<file path="src/rtl/branch_resolver.sv">
// rtl/branch_resolver.sv - IF/ID capture, B/CBZ decode and one-cycle PC redirect back to fetch.
// Three-state FSM: IDLE captures a valid fetch, DECODE resolves the branch, ISSUE retires the redirect.

module branch_resolver #(
    parameter logic [3:0] OP_B   = 4'b0010,
    parameter logic [3:0] OP_CBZ = 4'b0011
) (
    input  logic        clock,
    input  logic        reset,
    input  logic [15:0] pc,
    input  logic        NOP,
    input  logic [15:0] instr,
    input  logic        reg_zero,
    output logic [2:0]  cbz_reg,
    output logic        PCsrc,
    output logic [15:0] target,
    output logic [15:0] id_instr,
    output logic [15:0] id_pc,
    output logic        id_valid,
    output logic [7:0]  taken_cnt,
    output logic        misalign
);

    typedef enum logic [1:0] {
        IDLE   = 2'd0,
        DECODE = 2'd1,
        ISSUE  = 2'd2
    } state_t;

    state_t state, state_n;

    logic        capture;
    logic        take;
    logic        consume;
    logic [15:0] tgt;
    logic [3:0]  op;
    logic [15:0] off_b;
    logic [15:0] off_cbz;

    assign op      = id_instr[15:12];
    assign cbz_reg = id_instr[11:9];

    // Offsets are halfword counts, so the shift keeps targets even.
    assign off_b   = {{3{id_instr[11]}}, id_instr[11:0], 1'b0};
    assign off_cbz = {{6{id_instr[8]}}, id_instr[8:0], 1'b0};

    always_ff @(posedge clock) begin
        if (reset) begin
            state <= IDLE;
        end else begin
            state <= state_n;
        end
    end

    always_comb begin
        state_n = state;
        capture = 1'b0;
        take    = 1'b0;
        consume = 1'b0;
        tgt     = 16'h0000;
        unique case (state)
            IDLE: begin
                if (!NOP) begin
                    capture = 1'b1;
                    state_n = DECODE;
                end
            end
            DECODE: begin
                if (op == OP_B) begin
                    take    = 1'b1;
                    tgt     = id_pc + off_b;
                    state_n = ISSUE;
                end else if (op == OP_CBZ && reg_zero) begin
                    take    = 1'b1;
                    tgt     = id_pc + off_cbz;
                    state_n = ISSUE;
                end else begin
                    state_n = IDLE;
                end
            end
            ISSUE: begin
                consume = 1'b1;
                state_n = IDLE;
            end
            default: begin
                state_n = IDLE;
            end
        endcase
    end

    always_ff @(posedge clock) begin
        if (reset) begin
            PCsrc     <= 1'b0;
            target    <= 16'h0000;
            id_instr  <= 16'h0000;
            id_pc     <= 16'h0000;
            id_valid  <= 1'b0;
            taken_cnt <= 8'h00;
            misalign  <= 1'b0;
        end else begin
            if (capture) begin
                id_instr <= instr;
                id_pc    <= pc;
                id_valid <= 1'b1;
            end
            if (take) begin
                target <= tgt;
                PCsrc  <= 1'b1;
                if (tgt[0]) begin
                    misalign <= 1'b1;
                end
            end
            if (consume) begin
                PCsrc     <= 1'b0;
                taken_cnt <= taken_cnt + 8'd1;
                id_valid  <= 1'b0;
            end
        end
    end

endmodule

</file>
<file path="config.mk">
export PLATFORM = sky130hd
export DESIGN_NAME = branch_resolver
export DESIGN_NICKNAME = d
export VERILOG_FILES = /design/src/rtl/branch_resolver.sv
export SDC_FILE = /design/constraint.sdc
export NUM_CORES = 1
export LEC_CHECK = 0
export BUFFER_PORTS_ARGS = -buffer_cell sky130_fd_sc_hd__buf_2
export CAP_MARGIN = 20
export CORE_UTILIZATION = 45
export DETAILED_ROUTE_END_ITERATION = 10
export PLACE_DENSITY = 0.71
export SYNTH_ARGS = -nofsm -noshare
export SYNTH_HDL_FRONTEND = slang
export SYNTH_SLANG_ARGS = --single-unit
</file>
<file path="constraint.sdc">
create_clock -name clock -period 2.7 [get_ports clock]
set_input_delay 0.54 -clock clock [delete_from_list [all_inputs] [get_ports clock]]
set_output_delay 0.54 -clock clock [all_outputs]
set_load 0.05 [all_outputs]
</file>
* Yosys cells after proc, flatten, opt, wreduce, memory -nomap -nowiden
Index checks and enable logic that the tools add are counted.
W data, S select, Z words.
** Storage, ports and cells
- Memories kept :: 0
- Bits in registers :: 61
- Bits in writable memories :: 0
- Latch bits :: 0
- Memory bits (read-only) :: 0
** Cells by class
- Multipliers :: 0
- Bitwise logic cells :: 0
- Reductions and logical operators :: 4
- Order comparisons :: 0
- Divide/modulo/power cells :: 0
- Equality and inequality tests :: 5
- Muxes and demuxes :: 13
- $add $sub $neg :: 3
- Shift operators :: 0
** Operator list (number)
- $mux W16 :: 3
- $add A16 B16 Y16 :: 2
- $add A8 B1 Y8 const B :: 1
- $eq A4 B2 Y1 const B :: 2
- $mux W1 :: 6
- $mux W2 :: 3
- $pmux W2 S2 :: 1
- $eq A2 B1 Y1 const B :: 1
- $eq A2 B2 Y1 const B :: 1
- $logic_not A2 Y1 :: 1
- $ne A2 B2 Y1 const B :: 1
- $reduce_and A2 Y1 :: 1
- $reduce_or A2 Y1 :: 1
- $logic_and A1 B1 Y1 :: 1

* Longest topological paths before layout
- Depth in word-level cells :: 6
- Mapped depth :: 9
- Depth with buffers taken out :: 9

* Worst setup path after synthesis
Ideal clock, no wire load.
- Path type :: register -> register
- From :: reg id_instr[0]
- To :: reg target[13]
- Data required time :: 2572 ps
- Arrival :: 2445 ps
- Path buffers :: 0
- Path slack :: 128 ps
- Stages on the path, launching flop included :: 10
- Path through :: dfxtp_1 ha_1 fa_1 a21o_1 a221oi_4 o221a_2 o21ai_1 xnor2_1 a221oi_1 nor2_1
** On the way
- Word-level cells in the longest chain between the ends :: 4
** Ends and longest elaborated chain
- start: declaration :: RTL line 17 : output logic [15:0] id_instr,
- start signal: assignment :: RTL line 102 : id_instr <= instr;
- $add A16 B16 Y16 :: RTL line 75 : tgt = id_pc + off_cbz;
- $mux W16 :: RTL line 73 : end else if (op == OP_CBZ && reg_zero) begin
- $mux W16 * :: RTL line 69 : if (op == OP_B) begin
- $mux W16 * :: RTL line 61 : unique case (state)
- end signal: assignment :: RTL line 107 : target <= tgt;
- end: declaration :: RTL line 16 : output logic [15:0] target,
Every way passes the cells marked *; elsewhere a longest branch is shown, timed or not.
A chain may end at the register's enable or synchronous reset.

* Worst setup path in the final report
Ends and elaborated chain as after synthesis.

==> results.tsv <==
stage	metric	value	unit
cts	htreeDepth	3	
yosys	synthCells	388	
routing	ant_nets	0	
hold_path	hp-class	primary input to flop	
timing	fin_skew	0.009617	ns
routing	vias	3021	
floorplanning	die_w	85.64	µm
yosys	syn_area	0.003148	mm²
floorplanning	die_y	85.64	µm
timing	final_max_slew_viol_count	0	
place	dpl.cell_count	561	
layout	num_antenna_cells	0	
global_route	antenna_found_initial	0	
yosys	synth-simple-area-share	21.03	%
setup_path	rrSetupSlack	0.18	ns
setup_path	cp_max_fo	4	
yosys	ys_types	52	
yosys	synthXorXnorAreaFrac	5.008	%
layout	seqCellArea	0.001221	mm²
routing	drtIter0Drc	136	
global_route	grt_start_max_net_pins	47	
yosys	yosys-top-cells-area	dfxtp_1 39%, nand2_1 11%, a21oi_1 8.9%	
setup_path	max_stage_delay	0.41	ns
yosys	yosysWarningCount	0	
pwr	power.density	566.6	mW/mm²
yosys	syn_area_per_cell	8.113	µm²
setup_path	criticalPathCategory	flop to flop	
layout	multi_input_area	0.001803	mm²
place	place_congestion	0.8445	
pwr	finalPower	0.002208	W
place	io_buffers	97	
setup_path	end_kind	flop	
cts	clockRootBuffer	clkbuf_8	
cts	cts_tree	yes	
timing	setup_viol	0	
layout	instances_no_fill	577	
global_route	grt.overflow.total	0	
yosys	synth_top_family_by_area	compound AO/OA/AOI/OAI gates	
yosys	synthAdderAreaFrac	8.585	%
setup_path	slowest_stage	fa_1	
cts	hold_buffers	0	
routing	vias_per_cell	5.236	
floorplanning	initial_core_util	46.34	%
yosys	syn-num-nets	445	
timing	post-route-period-util	93.22	%
flow_run	cap_violations	0	
cts	clk_pin_slew	0.08	ns
timing	setup-tns-final	0	ns
yosys	yosysSeqAreaShare	38.79	%
routing	avgRoutedWirePerCell	13.79	µm
place	hpwl	5864	µm
layout	layout.nets	533	
floorplanning	row_count	30	
timing	rsz0062_at_grt	no	
setup_path	arrival	2.75	ns
timing	final.min_clock_period	2.517	ns
yosys	synth-async-reset-ratio	0	%
timing	max_slew_margin	57.54	%
pwr	leakagePower	1.839	nW
yosys	synth_top_area_share	38.79	%
cts	cts_buffers	9	
yosys	synthMuxAreaShare	0.6359	%
cts	ctsResizeCount	0	
setup_path	crit_chain	ha_1 -> fa_1 -> a21o_1 -> a221oi_4 -> o221a_2 -> o21ai_1 -> xnor2_1 -> a221oi_1 -> nor2_1	
global_route	track_usage	22.88	%
yosys	synth_area_leader_cell	dfxtp_1	
routing	wl	7959	µm
yosys	yosys_most_used_dff	dfxtp_1	
yosys	synth_edf_count	0	
cts	clock_path_buffers	2	
global_route	grt_pass1_vias	2818	
routing	drc	0	
run_status	outcome	finished, final reports clean	
timing	hold_violations	0	
yosys	synth-compound-area-share	21.86	%
setup_path	critPathRequiredTime	2.93	ns
yosys	synth-seq-cells	61	
cts	cts_sinks	61	
layout	area_delta_synth_final	23.77	%
cts	clk-insertion-delay-late	0.35	ns
timing	tightest_slew	0.6368	ns
setup_path	start_kind	flop	
floorplanning	die-area	0.007334	mm²
timing	fmax	0.3973	GHz
pwr	peakVddDrop	0.3695	mV
floorplanning	coreArea	0.006794	mm²
routing	dr.pass1.iters	4	
layout	drive_gt1_share	26.82	%
global_route	grt_first_pass_wirelength	13190	µm
timing	hold_slack	0.4189	ns
cts	cts_setup_buffers	0	
floorplanning	num_io_pins	98	
layout	fillers	625	
==> cells in the final DEF (no fill, tap or decap), types with 5 or more instances in the layout <==
cell type	instances
clkbuf_8	9
ha_1	20
dfxtp_1	61
buf_2	97
nand2_1	91
xor2_1	9
inv_1	5
o21ai_0	9
a21oi_1	56
nor2_1	25
xnor2_1	9
a21o_1	8
nor3_1	8
nand4_1	7
==> cell usage after synthesis, drive strengths merged (2+ instances only) <==
| cell | number |
|---|---|
| o21ai | 12 |
| a21oi | 56 |
| a221oi | 2 |
| nor2 | 26 |
| and3 | 4 |
| clkbuf | 18 |
| o21bai | 2 |
| xnor2 | 9 |
| nand4 | 7 |
| o31ai | 4 |
| nor3 | 9 |
| nor4 | 3 |
| o221a | 2 |
| a31oi | 2 |
| o21a | 3 |
| or3 | 4 |
| inv | 5 |
| ha | 20 |
| nand3b | 2 |
| nand2 | 91 |
| a21o | 8 |
| mux2i | 2 |
| a211oi | 5 |
| dfxtp | 61 |
| buf | 6 |
| xor2 | 9 |
| a311oi | 2 |
==> logic make-up (layout without fill, tap and decap cells) <==
kind of cell | after synthesis | in the layout
and+or+nand+nor | 151 | 151
AOI/OAI and AO/OA | 106 | 106
DFF | 61 | 61
buffers and inverters | 29 | 122
adders and majority gates | 21 | 21
xor gates and xnor gates | 18 | 18
muxes | 2 | 2
==> through the flow <==
step	worst slack [ns]	utilization (%)	instance area (µm²)
after floorplan	0.1277	-	3148
after global placement	0.2592	54.03	3671
after detailed placement	0.2095	54.44	3699
after CTS	0.2041	57.35	3896
after global routing	0.01348	57.35	3896
final	0.1830	57.35	3896
==> registers in the layout, indices dropped and copies added, names as in the netlist <==
name       cells
target        16
id_valid       1
id_pc         16
misalign       1
taken_cnt      8
state          2
id_instr      16
PCsrc          1
==> critical path, delay by kind of cell (launching register included) <==
family	cells	cell delay, ns
compound gates	5	1.24
flops	1	0.33
simple gates	1	0.06
xor+xnor	1	0.14
fa+ha+maj	2	0.64
==> final timing paths <==
check / from / end / depth (start not counted)
min: pc[14] / id_pc[14] / 3
min reg2reg: target[4] / target[4] / 2
max: id_instr[0] / target[13] / 9
max reg2reg: id_instr[0] / target[13] / 9
==> where the power goes <==
part	total, W	leakage [nW]	switching (W)	internal (W)
Combinational	0.000419	1.24	0.000288	0.000131
Sequential	0.000967	0.497	0.0000343	0.000933
Clock	0.000822	0.0996	0.000393	0.000429
==> layout make-up <==
class	count	area share, %
clock inverter	7	1.895
timing repair buffer	101	13.74
inverter	5	0.4817
clock buffer	9	3.179
sequential	61	31.34
multi-input combinational	298	46.27
tap	96	3.083
==> routing by layer <==
layer | vias up | GRT usage, % | wire (µm)
li1 | 1539 | - | -
met4 | 0 | 11.06 | 129
met5 | - | 0 | 0
met2 | 90 | 37.75 | 3727
met1 | 1380 | 28.61 | 3681
met3 | 12 | 4.716 | 421
(Power assumes the default switching activity.)
